**src/rtl/audio_out_pkg.sv**
```systemverilog
// Shared types and constants for the audio output stage.
// Holds the ramp FSM state enum, ramp/gain constants, PCM limits and the
// saturation helpers used by the gain stage and the optional DC blocker.
package audio_out_pkg;

  localparam int unsigned PCM_W      = 16;
  localparam int unsigned PROD_W     = 29;
  localparam int unsigned RAMP_W     = 9;
  localparam int unsigned GAIN_SHIFT = 11;

  localparam logic [RAMP_W-1:0]       RAMP_MAX = 9'd256;
  localparam logic signed [PCM_W-1:0] PCM_MAX  = 16'sh7FFF;
  localparam logic signed [PCM_W-1:0] PCM_MIN  = 16'sh8000;

  typedef enum logic [1:0] {
    RAMP_UP   = 2'd0,
    RUN       = 2'd1,
    RAMP_DOWN = 2'd2,
    MUTED     = 2'd3
  } ramp_state_e;

  // True when a wide value falls outside the 16-bit PCM range.
  function automatic logic is_sat(input logic signed [PROD_W-1:0] v);
    return (v > PROD_W'(PCM_MAX)) || (v < PROD_W'(PCM_MIN));
  endfunction

  // Clamp a wide value into the 16-bit PCM range.
  function automatic logic signed [PCM_W-1:0] sat_pcm(input logic signed [PROD_W-1:0] v);
    if (v > PROD_W'(PCM_MAX)) begin
      return PCM_MAX;
    end else if (v < PROD_W'(PCM_MIN)) begin
      return PCM_MIN;
    end
    return v[PCM_W-1:0];
  endfunction

endpackage

```
**src/rtl/sample_rate_gen.sv**
```systemverilog
// Drift-free fractional strobe generator (phase accumulator).
// Emits exactly SAMPLE_HZ one-cycle pulses per CLK_HZ clock cycles.
// Ports: clk (system clock), reset_n (async active-low), stb (registered pulse).
module sample_rate_gen #(
  parameter int unsigned CLK_HZ    = 50000000,
  parameter int unsigned SAMPLE_HZ = 48000
) (
  input  logic clk,
  input  logic reset_n,
  output logic stb
);

  // One spare bit so acc + SAMPLE_HZ (< 2*CLK_HZ) never wraps.
  localparam int unsigned ACC_W = $clog2(CLK_HZ) + 1;

  logic [ACC_W-1:0] acc;
  logic [ACC_W-1:0] acc_sum_c;

  always_comb acc_sum_c = acc + ACC_W'(SAMPLE_HZ);

  // Pulse and fold the phase back whenever a full clock period is crossed.
  always_ff @(posedge clk or negedge reset_n) begin
    if (!reset_n) begin
      acc <= '0;
      stb <= 1'b0;
    end else if (acc_sum_c >= ACC_W'(CLK_HZ)) begin
      acc <= acc_sum_c - ACC_W'(CLK_HZ);
      stb <= 1'b1;
    end else begin
      acc <= acc_sum_c;
      stb <= 1'b0;
    end
  end

endmodule

```
**src/rtl/audio_out_stage.sv**
```systemverilog
// Audio output stage: sample-rate strobe, PCM capture, volume/fade gain with
// saturation, and a mute fade ramp FSM. Output latency is 2 cycles from strobe.
// Optional macro AUDIO_OUT_STAGE_DCBLOCK_EN inserts a DC blocker on the
// captured sample (same latency); undefined, the sample feeds the gain directly.
// Ports: clk, reset_n (async active-low), pcm_in (signed PCM), volume (0..15,
// 8 = unity), mute (fade request), audio_l/audio_r (signed, identical),
// sample_stb (rate pulse), clip (saturation pulse on update).
module audio_out_stage
  import audio_out_pkg::*;
#(
  parameter int unsigned CLK_HZ    = 50000000,
  parameter int unsigned SAMPLE_HZ = 48000
) (
  input  logic                    clk,
  input  logic                    reset_n,
  input  logic signed [PCM_W-1:0] pcm_in,
  input  logic [3:0]              volume,
  input  logic                    mute,
  output logic signed [PCM_W-1:0] audio_l,
  output logic signed [PCM_W-1:0] audio_r,
  output logic                    sample_stb,
  output logic                    clip
);

  ramp_state_e              state, state_nxt_c;
  logic [RAMP_W-1:0]        ramp, ramp_nxt_c;
  logic [RAMP_W-1:0]        ramp_inc_c, ramp_dec_c;
  logic signed [PCM_W-1:0]  pcm_q;
  logic signed [PCM_W-1:0]  cap_val_c;
  logic                     cap_vld;
  logic signed [PROD_W-1:0] prod_c, gain_c;

  sample_rate_gen #(
    .CLK_HZ   (CLK_HZ),
    .SAMPLE_HZ(SAMPLE_HZ)
  ) u_rate (
    .clk    (clk),
    .reset_n(reset_n),
    .stb    (sample_stb)
  );

`ifdef AUDIO_OUT_STAGE_DCBLOCK_EN
  logic signed [PCM_W-1:0]  x_prev, y_prev;
  logic signed [PROD_W-1:0] dc_sum_c;

  // y = x - x_prev + y_prev - y_prev/256, evaluated on the incoming sample.
  always_comb begin
    dc_sum_c = PROD_W'(pcm_in) - PROD_W'(x_prev) + PROD_W'(y_prev)
             - PROD_W'(y_prev >>> 8);
    cap_val_c = sat_pcm(dc_sum_c);
  end

  always_ff @(posedge clk or negedge reset_n) begin
    if (!reset_n) begin
      x_prev <= '0;
      y_prev <= '0;
    end else if (sample_stb) begin
      x_prev <= pcm_in;
      y_prev <= cap_val_c;
    end
  end
`else
  always_comb cap_val_c = pcm_in;
`endif

  // Capture stage; the ramp steps together with the captured sample.
  always_ff @(posedge clk or negedge reset_n) begin
    if (!reset_n) begin
      state   <= RAMP_UP;
      ramp    <= '0;
      pcm_q   <= '0;
      cap_vld <= 1'b0;
    end else begin
      cap_vld <= sample_stb;
      if (sample_stb) begin
        state <= state_nxt_c;
        ramp  <= ramp_nxt_c;
        pcm_q <= cap_val_c;
      end
    end
  end

  // Ramp FSM: one step per strobe; mute picks the direction from the current value.
  always_comb begin
    state_nxt_c = state;
    ramp_nxt_c  = ramp;
    ramp_inc_c  = ramp + 9'd1;
    ramp_dec_c  = ramp - 9'd1;
    case (state)
      RAMP_UP, RAMP_DOWN: begin
        if (mute) begin
          // Reset leaves RAMP_UP at 0, so guard the decrement.
          if (ramp <= 9'd1) begin
            ramp_nxt_c  = '0;
            state_nxt_c = MUTED;
          end else begin
            ramp_nxt_c  = ramp_dec_c;
            state_nxt_c = RAMP_DOWN;
          end
        end else begin
          ramp_nxt_c  = ramp_inc_c;
          state_nxt_c = (ramp_inc_c == RAMP_MAX) ? RUN : RAMP_UP;
        end
      end
      RUN: begin
        if (mute) begin
          ramp_nxt_c  = RAMP_MAX - 9'd1;
          state_nxt_c = RAMP_DOWN;
        end
      end
      MUTED: begin
        if (!mute) begin
          ramp_nxt_c  = 9'd1;
          state_nxt_c = RAMP_UP;
        end
      end
      default: begin
        ramp_nxt_c  = '0;
        state_nxt_c = RAMP_UP;
      end
    endcase
  end

  // Gain stage: |pcm * volume * ramp| < 2^28, so 29 signed bits suffice.
  always_comb begin
    prod_c = PROD_W'(pcm_q) * $signed(PROD_W'(volume)) * $signed(PROD_W'(ramp));
    gain_c = prod_c >>> GAIN_SHIFT;
  end

  // Output register: update only the cycle after capture, clip pulses with it.
  always_ff @(posedge clk or negedge reset_n) begin
    if (!reset_n) begin
      audio_l <= '0;
      clip    <= 1'b0;
    end else begin
      clip <= 1'b0;
      if (cap_vld) begin
        audio_l <= sat_pcm(gain_c);
        clip    <= is_sat(gain_c);
      end
    end
  end

  assign audio_r = audio_l;

endmodule

```
**config.mk**
```make
export PLATFORM = sky130hd
export DESIGN_NAME = audio_out_stage
export DESIGN_NICKNAME = d
export VERILOG_FILES = /design/src/rtl/audio_out_pkg.sv /design/src/rtl/sample_rate_gen.sv /design/src/rtl/audio_out_stage.sv
export SDC_FILE = /design/constraint.sdc
export NUM_CORES = 1
export LEC_CHECK = 0
export BUFFER_PORTS_ARGS = -buffer_cell sky130_fd_sc_hd__buf_2
export CORE_AREA = 3 3 238 240
export DETAILED_ROUTE_END_ITERATION = 7
export DIE_AREA = 0 0 241 243
export GPL_TIMING_DRIVEN = 1
export SETUP_SLACK_MARGIN = 0.1
export SYNTH_ARGS = -nofsm -noshare
export SYNTH_HDL_FRONTEND = slang
export SYNTH_SLANG_ARGS = --single-unit
```
**constraint.sdc**
```tcl
create_clock -name clk -period 21.1 [get_ports clk]
set_input_delay 4.22 -clock clk [delete_from_list [all_inputs] [get_ports clk]]
set_output_delay 4.22 -clock clk [all_outputs]
set_load 0.02 [all_outputs]
```
== Yosys cells after proc, flatten, opt, wreduce, memory -nomap -nowiden ==
Index checks and enable logic that the tools add are counted.

* Bits of input ports: 23
* Register bits after elaboration: 73
* Output and inout bits: 34
* Word-level logic and storage cells: 48

* $mul: 2
* Eq/ne operators: 6
* Reductions and logical operators: 4
* $add $sub $neg: 4
* Mux-type cells: 20
* Order comparisons: 4

{| class="wikitable"
|+ Operator list
! cell !! number
|-
| 16-bit 2-to-1 mux || 3
|-
| 9-bit 2-to-1 mux || 4
|-
| 21-bit by 10-bit multiplier with 29-bit output || 1
|-
| 27-bit by 16-bit adder with 27-bit output (second input constant) || 1
|-
| 27-bit by 26-bit greater-or-equal comparator with 1-bit output (second input constant) || 1
|-
| 27-bit 2-to-1 mux || 1
|-
| 9-bit case mux with 3 select lines || 1
|-
| 27-bit by 26-bit subtractor with 27-bit output (second input constant) || 1
|-
| 16-bit by 5-bit multiplier with 21-bit output || 1
|-
| 18-bit by 16-bit > comparator with 1-bit output (second input constant) || 1
|-
| 18-bit by 16-bit < comparator with 1-bit output (second input constant) || 1
|-
| 9-bit by 1-bit adder with 9-bit output (second input constant) || 1
|-
| 9-bit == test (second input constant) || 1
|-
| 9-bit by 1-bit less-or-equal comparator with 1-bit output (second input constant) || 1
|-
| 9-bit by 1-bit subtractor with 9-bit output (second input constant) || 1
|-
| 1-bit 2-to-1 mux || 7
|-
| 2-bit 2-to-1 mux || 3
|-
| 2-bit case mux with 3 select lines || 1
|-
| 2-bit == test (second input constant) || 2
|-
| 2-bit != test (second input constant) || 2
|-
| 3-bit AND reduction || 1
|-
| 2-bit by 1-bit == test with 1-bit output (second input constant) || 1
|-
| 2-bit zero test || 1
|-
| 2-bit OR reduction || 1
|-
| 1-bit logical OR || 1
|}

== Depth between registers and ports, before layout ==
Gate-level depths: netlist (run 1).

* Word-level depth: 7
* Gate-level depth with buffers: 39
* Mapped depth without buffers: 37

== Hierarchy ==
From an unflattened synthesis (run 1), not the netlist that was laid out.

* Cell total of the unflattened synthesis: 1461
* Area total of the unflattened synthesis: 12914.9 um^2

{| class="wikitable"
|+ By module, submodules not included
! module !! cells each !! area an instance (um^2) !! instances !! sequential area each (um^2)
|-
| audio_out_stage || 1247 || 10978.0 || 1 || 1126.1
|-
| sample_rate_gen || 214 || 1936.9 || 1 || 525.5
|}

== Worst setup path after synthesis (run 1) ==
Ideal clock, no wire load.

* Kind: input -> register
* Start point: input volume[2]
* End point: register audio_l[2]
* Library setup time: 118 ps
* Arrival: 12927 ps
* Path slack: 8055 ps
* Stages: 37
* Path through: clkbuf_1 and2_1 ha_1 fa_1 inv_1 fa_1 inv_1 ha_1 or3_1 a21oi_1 a211oi_1 o21a_1 o21ai_0 nand2b_1 a21oi_1 xnor2_1 nand2_1 fa_1 inv_1 fa_1 fa_1 fa_1 inv_1 fa_1 inv_1 ha_1 a21o_1 a21oi_1 o211a_1 a21oi_1 a2111o_1 and3_4 nor3_2 o22ai_1 buf_4 a21oi_2 nor2_2

* Longest elaborated chain between the ends: 7
* Elaborated cells between the ends (all ways): 9
* Classes of those cells: mul: 2; order compare: 2; mux: 5

{| class="wikitable"
|+ RTL lines
! element !! RTL line !! source
|-
| start, declared || audio_out_stage.sv:17 || <nowiki>input logic [3:0] volume,</nowiki>
|-
| 16-bit by 5-bit multiplier with 21-bit output (*) || audio_out_stage.sv:126 || <nowiki>prod_c = PROD_W'(pcm_q) * $signed(PROD_W'(volume)) * $signed(PROD_W'(ramp));</nowiki>
|-
| 21-bit by 10-bit multiplier with 29-bit output (*) || audio_out_stage.sv:126 ||
|-
| 18-bit by 16-bit < comparator with 1-bit output || audio_out_pkg.sv:31 || <nowiki>end else if (v < PROD_W'(PCM_MIN)) begin</nowiki>
|-
| 1-bit 2-to-1 mux || audio_out_pkg.sv:31 ||
|-
| 1-bit 2-to-1 mux || audio_out_pkg.sv:29 || <nowiki>if (v > PROD_W'(PCM_MAX)) begin</nowiki>
|-
| 1-bit 2-to-1 mux || audio_out_stage.sv:137 || <nowiki>if (cap_vld) begin</nowiki>
|-
| 16-bit 2-to-1 mux (*) || audio_out_pkg.sv:34 || <nowiki>return v[PCM_W-1:0];</nowiki>
|-
| end signal, assigned || audio_out_stage.sv:138 || <nowiki>audio_l <= sat_pcm(gain_c);</nowiki>
|-
| end, declared || audio_out_stage.sv:19 || <nowiki>output logic signed [PCM_W-1:0] audio_l,</nowiki>
|}

Mark *: on every way between the ends. The rest lies on a longest branch, timed or not. The select of a mux whose other input is x is not followed.
A chain may end at the register's enable or synchronous reset.

== Worst setup path in the final report (run 1) ==
* Start point: input volume[2]
* End point: register audio_l[1]

Same word-level chain as after synthesis.

==> results of run 1 <==
## kinds of logic after synthesis
logic type      count (synthesis)  share of synthesized area
compound gates                204                      0.113
xor+xnor                       79                     0.0561
fa+ha+maj                     292                      0.398
buf+inv                       327                      0.104
flops                          66                      0.131
mux                            18                     0.0160
simple gates                  455                      0.181
## through the flow
| stage | hold WS (ns) | power [mW] | std cells | cell area [um2] | util |
|---|---|---|---|---|---|
| 6_report | 0.475 | 0.293 | 2165 | 13800 | 0.252 |
| 5_1_grt | 0.495 | 0.305 | 2165 | 13800 | 0.252 |
| 4_1_cts | 0.475 | 0.300 | 2165 | 13800 | 0.252 |
| 3_5_place_dp | 0.463 | 0.137 | 2149 | 13500 | 0.246 |
| 3_3_place_gp | 0.458 | 0.136 | 2149 | 13500 | 0.246 |
| 2_1_floorplan | 0.439 | 0.131 | 1441 | 12600 | - |
## sequential cells by signal, summed over array words and instances, names as in the netlist
name,cells
u_rate.acc,20
audio_l,16
pcm_q,16
ramp,9
state,2
cap_vld,1
clip,1
u_rate.stb,1
## Yosys cell counts, drive strengths merged (2+ instances only)
cell type / n / area, um2
nand2: 150 / 563
a211o: 5 / 43.8
nand2b: 10 / 62.6
fa: 181 / 3620
clkbuf: 39 / 148
a21o: 12 / 90.1
a211oi: 19 / 173
inv: 261 / 980
a21oi: 58 / 343
and3: 12 / 80.1
nand3: 18 / 90.1
nor2b: 10 / 62.6
a41o: 3 / 30.0
buf: 27 / 181
o21ai: 47 / 235
a311oi: 4 / 35.0
or3: 8 / 50.1
a31oi: 5 / 31.3
o31ai: 6 / 50.1
nor3b: 4 / 30.0
mux2: 17 / 191
and2: 120 / 751
or4: 2 / 15.0
and4: 2 / 17.5
o21a: 8 / 60.1
nor4b: 2 / 17.5
a21boi: 4 / 30.0
ha: 110 / 1380
dfrtp: 66 / 1650
nor2: 83 / 339
o211a: 3 / 30.0
o211ai: 3 / 22.5
nor4: 2 / 12.5
o41ai: 3 / 45.1
xor2: 24 / 210
o2111ai: 6 / 52.6
or2: 5 / 31.3
xnor2: 54 / 473
nor3: 16 / 85.1
o22ai: 4 / 25.0
nand4: 9 / 56.3
## layer usage
| metal | GRT usage | part of all wire |
|---|---|---|
| met1 | 0.126 | 0.41 |
| met2 | 0.197 | 0.53 |
| met3 | 0.0135 | 0.035 |
| met4 | 0.0330 | 0.024 |
| met5 | 0 | 0 |
## critical path, delay by kind of cell
family | cells | cell delay, ns
compound gates | 13 | 3.72
xor+xnor | 1 | 0.43
fa+ha+maj | 10 | 4.64
buf+inv | 6 | 0.43
simple gates | 6 | 0.81
## layout make-up
type | instances | area (um2) | area share
multi-input combinational | 1048 | 9620 | 0.696
sequential | 66 | 1650 | 0.119
inverter | 261 | 980 | 0.0709
tap | 704 | 881 | 0.0637
timing repair buffer | 70 | 388 | 0.0281
clock buffer | 10 | 239 | 0.0173
clock inverter | 6 | 63.8 | 0.00462
## worst paths after layout
| kind | cells past startpoint | start | end |
|---|---|---|---|
| max in group asynchronous | 1 | reset_n | pcm_q[8] |
| setup / recovery | 36 | volume[2] | audio_l[1] |
| setup reg to reg | 36 | pcm_q[0] | audio_l[1] |
| hold reg to reg | 1 | u_rate.acc[23] | u_rate.acc[23] |
| hold / removal | 1 | u_rate.acc[23] | u_rate.acc[23] |
| min in group asynchronous | 1 | reset_n | u_rate.acc[25] |
## power groups by stage
stage                     registers, mW  logic, mW  clock network, mW
after floorplan                   0.129    0.00183                  0
after global placement            0.129    0.00754                  0
final                             0.127    0.00736              0.159
after global routing              0.126    0.00864              0.170
after CTS                         0.127    0.00777              0.165
after detailed placement          0.129    0.00776                  0
==> flow_summary.yaml, run 1 <==
cells_and_area:
  antenna_cells: 0
  fillers: 5902
  area_growth_syn_to_layout_pct: 9.87
  mostFrequentLayoutCell: "inv_1"
  nets: 1770
  mostFrequentLayoutCells: "260 x inv_1, 181 x fa_1, 150 x nand2_1, 120 x and2_1, 110 x ha_1"
  drive_gt1_frac: 0.0979
placement:
  place_ws_ns: 6.73
  gp_congestion: 0.849
  portBuffers: 56
  dp_hpwl_mm: 23.2
grt:
  grt_pass1_wl_mm: 51.3
  grt_overflow: 0
  grt_pass1_vias: 10463
  grt_usage: 0.106
  grt_max_degree: 67
  antenna_found_initial: 0
timing:
  fin_skew_ns: 0.00844
  rsz0062_at_grt: "false"
  finalCritPeriodShare: 0.663
  max_slew_margin: 0.266
  min_period_ns: 13.99
  hold_viol_final: 0
  fin_ws_ns: 7.11
  fin_setup_tns_ns: 0
  tightest_slew_ns: 1.10
  maxSlewViolCount: 0
  setup_violations: 0
  max_freq_mhz: 71.5
route:
  vias: 9591
  first_pass_iters: 5
  ant_nets: 0
  wl_mm: 29.2
  via_per_inst: 4.43
  dr.first_iter.drc_count: 402
  routedWlPerCell_um: 13.5
  drc_errors: 0
critical_path:
  crit_path_top_delay_cell: "o41ai_4"
  required_ns: 21.38
  arrival_ns: 14.27
  crit_top_cell: "fa_1"
  crit_path_end_kind: "register"
  cp_max_fo: 16
  crit_path_start_kind: "input port"
  path_class: "input port to register"
  reg2reg_setup_slack_ns: 10.59
  critical-path-max-stage-delay_ns: 1.04
die:
  coreArea_um2: 54900
  start_util: 0.229
  num_io_pins: 57
  die_w_um: 241
  dieArea_um2: 58600
  fp-row-count: 86
  die_y_um: 243
clock_network:
  cts_buffers: 9
  cts_hold_buf: 0
  clkLatencyLatePin_ns: 0.35
  clockRootBuffer: "clkbuf_16"
  ctsHtreeMaxLevel: 3
  cts_sinks: 66
  cts_tree: "built"
  postCtsResizedCells: 0
  cts_setup_buffers: 0
  cts_max_path_buffers: 2
  clkTransAtPathRegs_ns: 0.06
synth:
  synth_seq_cells: 66
  syn-instance-count: 1441
  synth-edff-count: 0
  synth_area_um2: 12600
  yosysSeqAreaShare: 0.131
  synthesis.nets: 1755
  async_reset_ff_frac: 1.00
  ys_warn_count: 0
  synth.distinct_cells: 76
  syn_avg_cell_area_um2: 8.73
  ys.flop_type: "dfrtp_1"
pwr:
  combPwrFrac: 0.025
  power.density_nw_per_um2: 21.2
  p_sw_frac: 0.238
  power_frac_seq: 0.432
  clockPowerShare: 0.543
  ir_drop_mv: 0.0352
  p_sw_uw: 69.7
  cellLeakagePower_nw: 6.96
  p_int_uw: 223
hold_path:
  min_path_type: "register to register"
flow_run:
  drv_cap: 0
outcome:
  status: "finished, final reports clean"
Note: power is estimated with default switching activity, not from simulation.
==> run 2: changes to the inputs <==
--- a/config.mk
+++ b/config.mk
@@ -5,10 +5,11 @@
 export SDC_FILE = /design/constraint.sdc
 export NUM_CORES = 1
 export LEC_CHECK = 0
+export ABC_AREA = 1
 export BUFFER_PORTS_ARGS = -buffer_cell sky130_fd_sc_hd__buf_2
-export CORE_AREA = 3 3 238 240
+export CORE_AREA = 3 3 249 251
 export DETAILED_ROUTE_END_ITERATION = 7
-export DIE_AREA = 0 0 241 243
+export DIE_AREA = 0 0 252 254
 export GPL_TIMING_DRIVEN = 1
 export SETUP_SLACK_MARGIN = 0.1
 export SYNTH_ARGS = -nofsm -noshare
==> constraint.sdc (replaced) <==
create_clock -name clk -period 12.6 [get_ports clk]
set_input_delay 2.52 -clock clk [delete_from_list [all_inputs] [get_ports clk]]
set_output_delay 2.52 -clock clk [all_outputs]
set_load 0.02 [all_outputs]
==> run 2 against run 1 <==
Net effect: critical endpoint is now audio_l[12]; wire length increased by 18%; setup slack got worse by 5.5 ns; worst hold slack improved by 0.093 ns.
==> flow_summary.yaml, run 2 <==
outcome:
  status: "finished, final reports clean"
critical_path:
  crit_path_start_kind: "input port"
  path_class: "input port to register"
  crit_path_end_kind: "register"
  arrival_ns: 11.17
  required_ns: 12.83
  critical-path-max-stage-delay_ns: 0.92
  cp.buffers_inverters: 8
  crit_family: "adder cells"
  crit_path_top_delay_cell: "xnor2_1"
  cp_max_fo: 16
  crit_top_cell: "nand2_1"
synth:
  synth_top_area_share: 0.264
  synth_area_leader_cell: "fa_1"
  ys_warn_count: 0
  yosysSeqAreaShare: 0.120
  synth_area_um2: 13700
  synth_seq_cells: 66
  async_reset_ff_frac: 1.00
  syn_avg_cell_area_um2: 7.11
  yosysMostFrequentCell: "nand2_1"
  synthesis.nets: 2241
  synth-edff-count: 0
  synth_common_cells: "520 x nand2_1, 429 x inv_1, 183 x nor2_1"
  synth.distinct_cells: 50
  ys.flop_type: "dfrtp_1"
  syn-instance-count: 1927
  synth_area_leaders: "fa_1 26%, nand2_1 14%, dfrtp_1 12%"
timing:
  finalCritPeriodShare: 0.868
  rsz0062_at_grt: "false"
  max_freq_mhz: 91.4
  setup_violations: 0
  max_slew_margin: 0.212
  min_period_ns: 10.94
  tightest_slew_ns: 1.17
  maxSlewViolCount: 0
  hold_viol_final: 0
  fin_skew_ns: 0.00965
  fin_setup_tns_ns: 0
clock_network:
  clkTransAtPathRegs_ns: 0.06
  cts_buffers: 9
  cts_max_path_buffers: 2
  clkLatencyLatePin_ns: 0.37
  cts_tree: "built"
  postCtsResizedCells: 0
  cts_setup_buffers: 0
  cts_hold_buf: 0
  cts_sinks: 66
  clockRootBuffer: "clkbuf_16"
  ctsHtreeMaxLevel: 3
placement:
  portBuffers: 56
  dp_hpwl_mm: 27.9
  place_inst: 2707
  gp_congestion: 0.833
hold_path:
  min_path_type: "register to register"
cells_and_area:
  mostFrequentLayoutCell: "nand2_1"
  fin_cells: 2723
  nets: 2250
  largest_reg_flops: 20
  fillers: 6775
  area_growth_syn_to_layout_pct: 9.36
  drive_gt1_frac: 0.0819
  top_regs: "u_rate.acc (20), audio_l (16), pcm_q (16)"
  antenna_cells: 0
  mostFrequentLayoutCells: "520 x nand2_1, 429 x inv_1, 183 x nor2_1, 181 x fa_1, 110 x ha_1"
  regMostFlops: "u_rate.acc"
grt:
  grt_overflow: 0
  antenna_found_initial: 0
  grt_pass1_wl_mm: 59.7
  grt_pass1_vias: 12176
  grt_max_degree: 67
  grt_usage: 0.115
die:
  fp-row-count: 90
  num_io_pins: 57
  die_y_um: 254
  coreArea_um2: 60100
  start_util: 0.228
  die_w_um: 252
  dieArea_um2: 64000
pwr:
  power.density_nw_per_um2: 34.3
  power_uw: 515
  ir_drop_mv: 0.0639
  cellLeakagePower_nw: 8.79
route:
  routedWlPerCell_um: 12.7
  via_per_inst: 4.22
  dr.first_iter.drc_count: 540
  drc_errors: 0
  first_pass_iters: 5
  wl_mm: 34.5
  vias: 11494
  ant_nets: 0
flow_run:
  drv_cap: 0
-- run 2: metrics by stage --
stage	setup slack (ns)	hold WS, ns	utilization	instance area (um2)
after global placement	1.42	0.545	0.244	14700
after floorplan	2.26	0.511	-	13700
after detailed placement	1.33	0.554	0.244	14700
after global routing	0.949	0.607	0.249	15000
after CTS	1.70	0.586	0.249	15000
final	1.66	0.567	0.249	15000
-- run 2: worst min-delay path: stages, from the launching register on --
cell and delay, ns:
dfrtp_1 0.39, nand2_1 0.06, o21ai_0 0.07
-- run 2: kinds of logic (layout without fill, tap and decap cells) --
| logic type | Yosys count | count (layout) | synth area share |
|---|---|---|---|
| buffers and inverters | 508 | 522 | 0.147 |
| multiplexers | 16 | 16 | 0.0131 |
| AO/OA/AOI/OAI | 118 | 118 | 0.0483 |
| AND/OR/NAND/NOR | 875 | 875 | 0.271 |
| XOR/XNOR | 53 | 53 | 0.0355 |
| adder cells (fa/ha/maj) | 291 | 291 | 0.365 |
| flip-flops | 66 | 66 | 0.120 |
-- run 2: worst paths after layout --
kind	to	depth (start not counted)	slack [ns]	startpoint
hold reg to reg	audio_l[15]	2	0.57	audio_l[15]
setup reg to reg	audio_l[12]	37	3.63	pcm_q[9]
min in group asynchronous	u_rate.acc[25]	1	2.29	reset_n
max in group asynchronous	pcm_q[13]	1	9.67	reset_n
setup / recovery	audio_l[12]	38	1.66	volume[2]
hold / removal	audio_l[15]	2	0.57	audio_l[15]
-- run 2: area by class of cell --
cell class / instances / area (um2) / area share
Timing Repair Buffer: 61 / 320 / 0.0214
Inverter: 445 / 1670 / 0.111
Tap cell: 782 / 978 / 0.0653
Multi-Input combinational cell: 1353 / 10000 / 0.670
Sequential cell: 66 / 1650 / 0.110
Clock buffer: 12 / 256 / 0.0171
Clock inverter: 4 / 73.8 / 0.00492
-- run 2: routing by layer --
metal	global-route usage	share of wire
met1	0.136	0.42
met2	0.212	0.51
met3	0.0164	0.037
met4	0.0427	0.027
met5	0	0
-- run 2: power by group --
part           switching [mW]  leakage [nW]  total, mW  internal [mW]
registers                   0         0.818      0.212          0.212
logic                  0.0102          7.81     0.0132        0.00304
clock network           0.106         0.163      0.290          0.184
total                   0.116          8.79      0.515          0.399
